File: config.mk
export PLATFORM = sky130hd
export DESIGN_NAME = general_demux
export DESIGN_NICKNAME = d
export VERILOG_FILES = /design/src/rtl/general_demux.sv
export SDC_FILE = /design/constraint.sdc
export NUM_CORES = 1
export LEC_CHECK = 0
export ABC_AREA = 1
export ABC_CLOCK_PERIOD_IN_PS = 2170
export CAP_MARGIN = 20
export CORE_UTILIZATION = 50
export CTS_CLUSTER_DIAMETER = 200
export DETAILED_ROUTE_END_ITERATION = 8
export PLACE_DENSITY = 0.95
export SYNTH_ARGS = -nofsm -noshare
export SYNTH_HDL_FRONTEND = slang
export SYNTH_SLANG_ARGS = --single-unit
File: constraint.sdc
create_clock -name clk -period 2.17 [get_ports clk]
set_clock_uncertainty 0.05 [all_clocks]
set_input_delay 0.3255 -clock clk [delete_from_list [all_inputs] [get_ports clk]]
set_output_delay 0.3255 -clock clk [all_outputs]
set_load 0.05 [all_outputs]
File: src/rtl/general_demux.sv
// Valid/ready demultiplexer: routes one input word per cycle to one of NUM_OUTPUTS
// single-entry holding registers; out-of-range selects are dropped and counted.
module general_demux #(
    parameter int NUM_OUTPUTS = 5,
    parameter int WIDTH       = 4
) (
    input  logic                           clk,
    input  logic                           rst_n,
    input  logic [WIDTH-1:0]               in_data,
    input  logic [$clog2(NUM_OUTPUTS)-1:0] in_sel,
    input  logic                           in_valid,
    output logic                           in_ready,
    output logic [NUM_OUTPUTS*WIDTH-1:0]   out_data,
    output logic [NUM_OUTPUTS-1:0]         out_valid,
    input  logic [NUM_OUTPUTS-1:0]         out_ready,
    output logic                           err_sel,
    output logic [7:0]                     err_cnt
);

    localparam int NUM_SELECTORS = $clog2(NUM_OUTPUTS);
    localparam logic [NUM_SELECTORS:0] SEL_LIMIT = (NUM_SELECTORS+1)'(NUM_OUTPUTS);

    logic [NUM_OUTPUTS-1:0] hit;
    logic [NUM_OUTPUTS-1:0] load;
    logic                   sel_legal;
    logic                   slot_free;
    logic                   in_xfer;

    // Extra top bit keeps the range check exact when NUM_OUTPUTS is a power of two.
    assign sel_legal = ({1'b0, in_sel} < SEL_LIMIT);

    always_comb begin
        hit = '0;
        for (int unsigned k = 0; k < NUM_OUTPUTS; k++) begin
            hit[k] = (in_sel == NUM_SELECTORS'(k));
        end
    end

    assign slot_free = |(hit & (~out_valid | out_ready));
    assign in_ready  = rst_n & (sel_legal ? slot_free : 1'b1);
    assign in_xfer   = in_valid & in_ready;
    assign load      = in_xfer ? hit : '0;

    // A load on a channel being drained overrides the clear, giving full throughput.
    always_ff @(posedge clk or negedge rst_n) begin
        if (!rst_n) begin
            out_valid <= '0;
            out_data  <= '0;
        end else begin
            for (int unsigned k = 0; k < NUM_OUTPUTS; k++) begin
                if (load[k]) begin
                    out_valid[k]                 <= 1'b1;
                    out_data[k*WIDTH +: WIDTH]   <= in_data;
                end else if (out_ready[k]) begin
                    out_valid[k]                 <= 1'b0;
                end
            end
        end
    end

    always_ff @(posedge clk or negedge rst_n) begin
        if (!rst_n) begin
            err_sel <= 1'b0;
            err_cnt <= '0;
        end else begin
            err_sel <= in_xfer & ~sel_legal;
            if (in_xfer && !sel_legal && err_cnt != 8'hFF) begin
                err_cnt <= err_cnt + 8'd1;
            end
        end
    end

endmodule

; Word level (Yosys, flattened, before mapping)
; Index checks and enable logic that the tools add are counted.
[totals]
wordCells = 48
ff_bits = 34
out_inout_bits = 35
in_bits = 15
[op_classes]
order_cmp = 1
eq_ne = 5
n_mux = 12
bitwise = 7
n_reduce_logical = 10
add_sub_neg = 1
[ops]
columns = operator, count
row1 = $mux W1, 11
row2 = $reduce_bool A2 Y1, 5
row3 = $add A8 B1 Y8 const B, 1
row4 = $ne A8 B8 Y1 const B, 1
row5 = $eq A3 B2 Y1 const B, 2
row6 = $and A5 B5 Y5, 1
row7 = $mux W5, 1
row8 = $not A5 Y5, 1
row9 = $or A5 B5 Y5, 1
row10 = $reduce_or A5 Y1, 1
row11 = $and A1 B1 Y1, 3
row12 = $eq A3 B1 Y1 const B, 1
row13 = $eq A3 B3 Y1 const B, 1
row14 = $logic_not A3 Y1, 1
row15 = $lt A3 B3 Y1 const B, 1
row16 = $logic_and A1 B1 Y1, 2
row17 = $logic_not A1 Y1, 1
row18 = $not A1 Y1, 1

; Depth between registers and ports, before layout
[depth]
word_depth = 9
ltp_mapped = 10

; Worst setup path before layout
; OpenSTA, ideal clock, no wires.
[synth_timing]
path_kind = register to register
start = reg err_cnt[1]
end = reg err_cnt[3]
n_path_buf = 0
setup_ps = 146
stages_incl_launch_ff = 8
path_slack_ps = 405
arrival_time_ps = 1569
path_cell_list = dfrtp_1 -> ha_1 -> nand3_1 -> inv_1 -> nand4_1 -> nand2_1 -> nor2_1 -> xor2_1
[synth_via]
elab_chain_cells = 2
elab_cells_between_ends = 3
classes_between = 1 x add/sub / 1 x eq/ne / 1 x reduce/logical
[synth_lines]
columns = item, line_no
row1 = start: declaration, 17  ; output logic [7:0] err_cnt
row2 = start signal: assignment, 68  ; err_cnt <= err_cnt + 8'd1;
row3 = "parallel branches: the longest is 2 deep, another holds $add A8 B1 Y8", n/a
; Parallel ways; which one is timed is not known.
; A chain may end at the register's enable or synchronous reset.

; Final worst setup path
[layout_timing]
start = in in_sel[2]
end = out in_ready
[layout_via]
elab_chain_cells = 5
elab_cells_between_ends = 10
classes_between = 1 x order compare / 4 x eq/ne / 1 x mux / 2 x bitwise / 2 x reduce/logical
[layout_lines]
columns = item, line_no
row1 = start: declaration, 10  ; input logic [$clog2(NUM_OUTPUTS)-1:0] in_sel,
row2 = $eq A3 B1 Y1 (tied with other cells), 35  ; hit[k] = (in_sel == NUM_SELECTORS'(k));
row3 = $and A5 B5 Y5, 39  ; assign slot_free = |(hit & (~out_valid | out_ready));
row4 = $reduce_or A5 Y1, 39
row5 = $mux W1 *, 40  ; assign in_ready = rst_n & (sel_legal ? slot_free : 1'b1);
row6 = $and A1 B1 Y1 *, 40
row7 = end: declaration, 12  ; output logic in_ready,
; Mark *: on every way between the ends. The rest lies on a longest branch, timed or not.

==> impl_metrics.ini <==
[floorplan]
initial_core_util_pct = 53.4
die_area_um2 = 3550
core_area_um2 = 3100
ios = 50
rows = 20
fp.dieH_um = 59.6
die_x_um = 59.6

[setup_path]
critPathSlowestCell = clkdlybuf4s50_1
cp_max_fo = 6
cp.arrival_ns = 1.68
crit_top_cell = nor2_1
startpoint_type = primary input
cp-end-kind = primary output
critical_path_class = primary input to primary output
cp_slowest_stage_delay_ns = 0.58
cp.required_ns = 1.79
crit_chain = clkdlybuf4s50_1 > nor2_1 > nand3_1 > nand2_1 > nor2_1 > nor2_2 > buf_12

[placed_design]
place_congestion = 0.842
io_buffers = 49
placed_area_um2 = 2240
dp.cells = 286
place_hpwl_um = 2900

[timing]
relSlewSlack_pct = 64.9
hold_viol = 0
setup_viol_count_final = 0
post-route-min-period_ns = 2.06
fin_worst_hold_slack_ns = 0.444
fin_setup_tns_ns = 0
rsz0062_at_grt = false
fmax_ghz = 0.486
worstMarginPinSlew_ns = 0.525
finalMaxSlewViolations = 0
layout_worst_path_cycle_share_pct = 94.8

[run]
maxCapViolCount = 0

[finish]
diodes = 0
finalInstanceArea_um2 = 2360
layout-drive-gt1-share_pct = 13.5
fin_cells = 295
layout.nets = 266
area_delta_synth_final_pct = 42.5
fillers = 221

[global_route]
grt_pass1_vias = 1456
grt-ovfl-total = 0
grt_usage_pct = 27.3
grt_max_degree = 22
grt_pass1_wl_um = 6850
antenna_found_initial = 0

[clock_network]
hold_buffers = 1
cts_buffer_depth = 2
ctsRootBufferMaster = clkbuf_4
clkLatencyLatePin_ns = 0.35
h-tree-depth = 2
cts_sinks = 34
cts.repair.resized = 0
cts_buffers = 5
cts_tree = yes
clk_pin_slew_ns = 0.09
cts_setup_buffers = 0

[route]
drc_errors = 0
drtAntennaViolNets = 0
via_per_inst = 5.34
totalWireLength_um = 4160
first_pass_iters = 4
drt_iter0_markers = 47
wl_per_cell_um = 14.1
vias = 1575

[power_and_ir_drop]
p_leak_uw = 0.00123
power_density_nw_per_um2 = 1080
total_power_uw = 2540
max-vdd-ir-drop_uv = 810

[logic_synthesis]
syn_area_um2 = 1660
syn_nets = 205
synth-seq-area-share_pct = 51.3
yosys_warnings = 0
avgSynthCellArea_um2 = 8.77
yosysUniqueCellTypes = 22
synth_cells = 189
ys_seq_elements = 34

[hold_path]
hp-class = register to register

[run_status]
outcome = completed
## Yosys cell counts, drive strengths merged
cell	instances	area [µm²]
xnor2	3	26.3
dfrtp	34	851
nand3	7	35.0
xor2	4	35.0
nand4	28	215
nand2	73	284
inv	19	71.3
clkbuf	1	3.75
nor2	13	66.3
buf	4	31.3
ha	1	12.5
nor3	2	26.3
## critical path: cells and delay by family
kind / cells / cell delay (ns)
and+or+nand+nor: 5 / 0.62
buffers and inverters: 2 / 0.74
## sequential cells by signal (all words and copies together) (netlist names)
register   flops
err_cnt        8
err_sel        1
out_data      20
out_valid      5
## area by class of cell
cell class | count | area, µm² | area share (%)
timing repair buffer | 59 | 573 | 24.3
clock inverter | 2 | 60.1 | 2.54
tap | 44 | 55.1 | 2.33
inverter | 19 | 71.3 | 3.02
clock buffer | 6 | 51.3 | 2.17
multi-input combinational | 131 | 701 | 29.7
sequential | 34 | 851 | 36.0
## logic make-up after synthesis
| family | after synthesis | share of synthesized area, % |
|---|---|---|
| buf+inv | 24 | 6.41 |
| simple gates | 123 | 37.8 |
| fa+ha+maj | 1 | 0.755 |
| xor+xnor | 7 | 3.70 |
| flops | 34 | 51.3 |
## routing by layer
| metal | global-route usage [%] | part of all wire [%] | vias to the layer above |
|---|---|---|---|
| li1 | - | - | 739 |
| met1 | 35.6 | 39 | 735 |
| met2 | 43.7 | 50 | 92 |
| met3 | 7.21 | 8.3 | 9 |
| met4 | 10.3 | 2.2 | 0 |
| met5 | 0 | 0 | - |
## through the flow
stage / setup WS [ns] / util (%)
after floorplan: 0.405 / -
after global placement: 0.147 / 72.2
after detailed placement: 0.0919 / 72.2
after CTS: 0.125 / 76.1
after global routing: 0.0367 / 76.1
final: 0.113 / 76.1
## where the power goes
part,internal [µW],leakage (µW),switching [µW],total (µW)
combinational,347,0.000734,722,1070
sequential,766,0.000438,102,868
clock,390,0.0000585,216,606
total,1500,0.00123,1040,2540
## cell usage in the layout, fill, tap and decap left out
| cell | instances |
|---|---|
| nand2_2 | 1 |
| nand3_1 | 7 |
| nand4_2 | 4 |
| clkdlybuf4s50_1 | 47 |
| buf_12 | 1 |
| buf_2 | 1 |
| nand2_4 | 1 |
| clkbuf_8 | 1 |
| xor2_1 | 4 |
| inv_1 | 16 |
| nand4_4 | 1 |
| nor2_2 | 1 |
| nor3_2 | 1 |
| nand4_1 | 23 |
| buf_4 | 9 |
| dfrtp_1 | 34 |
| clkbuf_4 | 5 |
| dlygate4sd3_1 | 1 |
| bufinv_16 | 2 |
| inv_2 | 3 |
| ha_1 | 1 |
| nor3_4 | 1 |
| nor2_4 | 2 |
| nor2_1 | 10 |
| xnor2_1 | 3 |
| nand2_1 | 71 |
## final timing paths
path                              startpoint            to  slack [ns]  cells after the start
worst min-delay path            out_data[14]  out_data[14]        0.44                      2
worst min register to register  out_data[14]  out_data[14]        0.44                      2
worst max-delay path               in_sel[2]      in_ready        0.11                      7
max in group asynchronous              rst_n  out_data[13]        1.36                      3
min in group asynchronous              rst_n   out_data[4]        0.49                      3
worst max register to register    err_cnt[1]    err_cnt[3]        0.66                      7
Power figures use the tool's default switching activity.
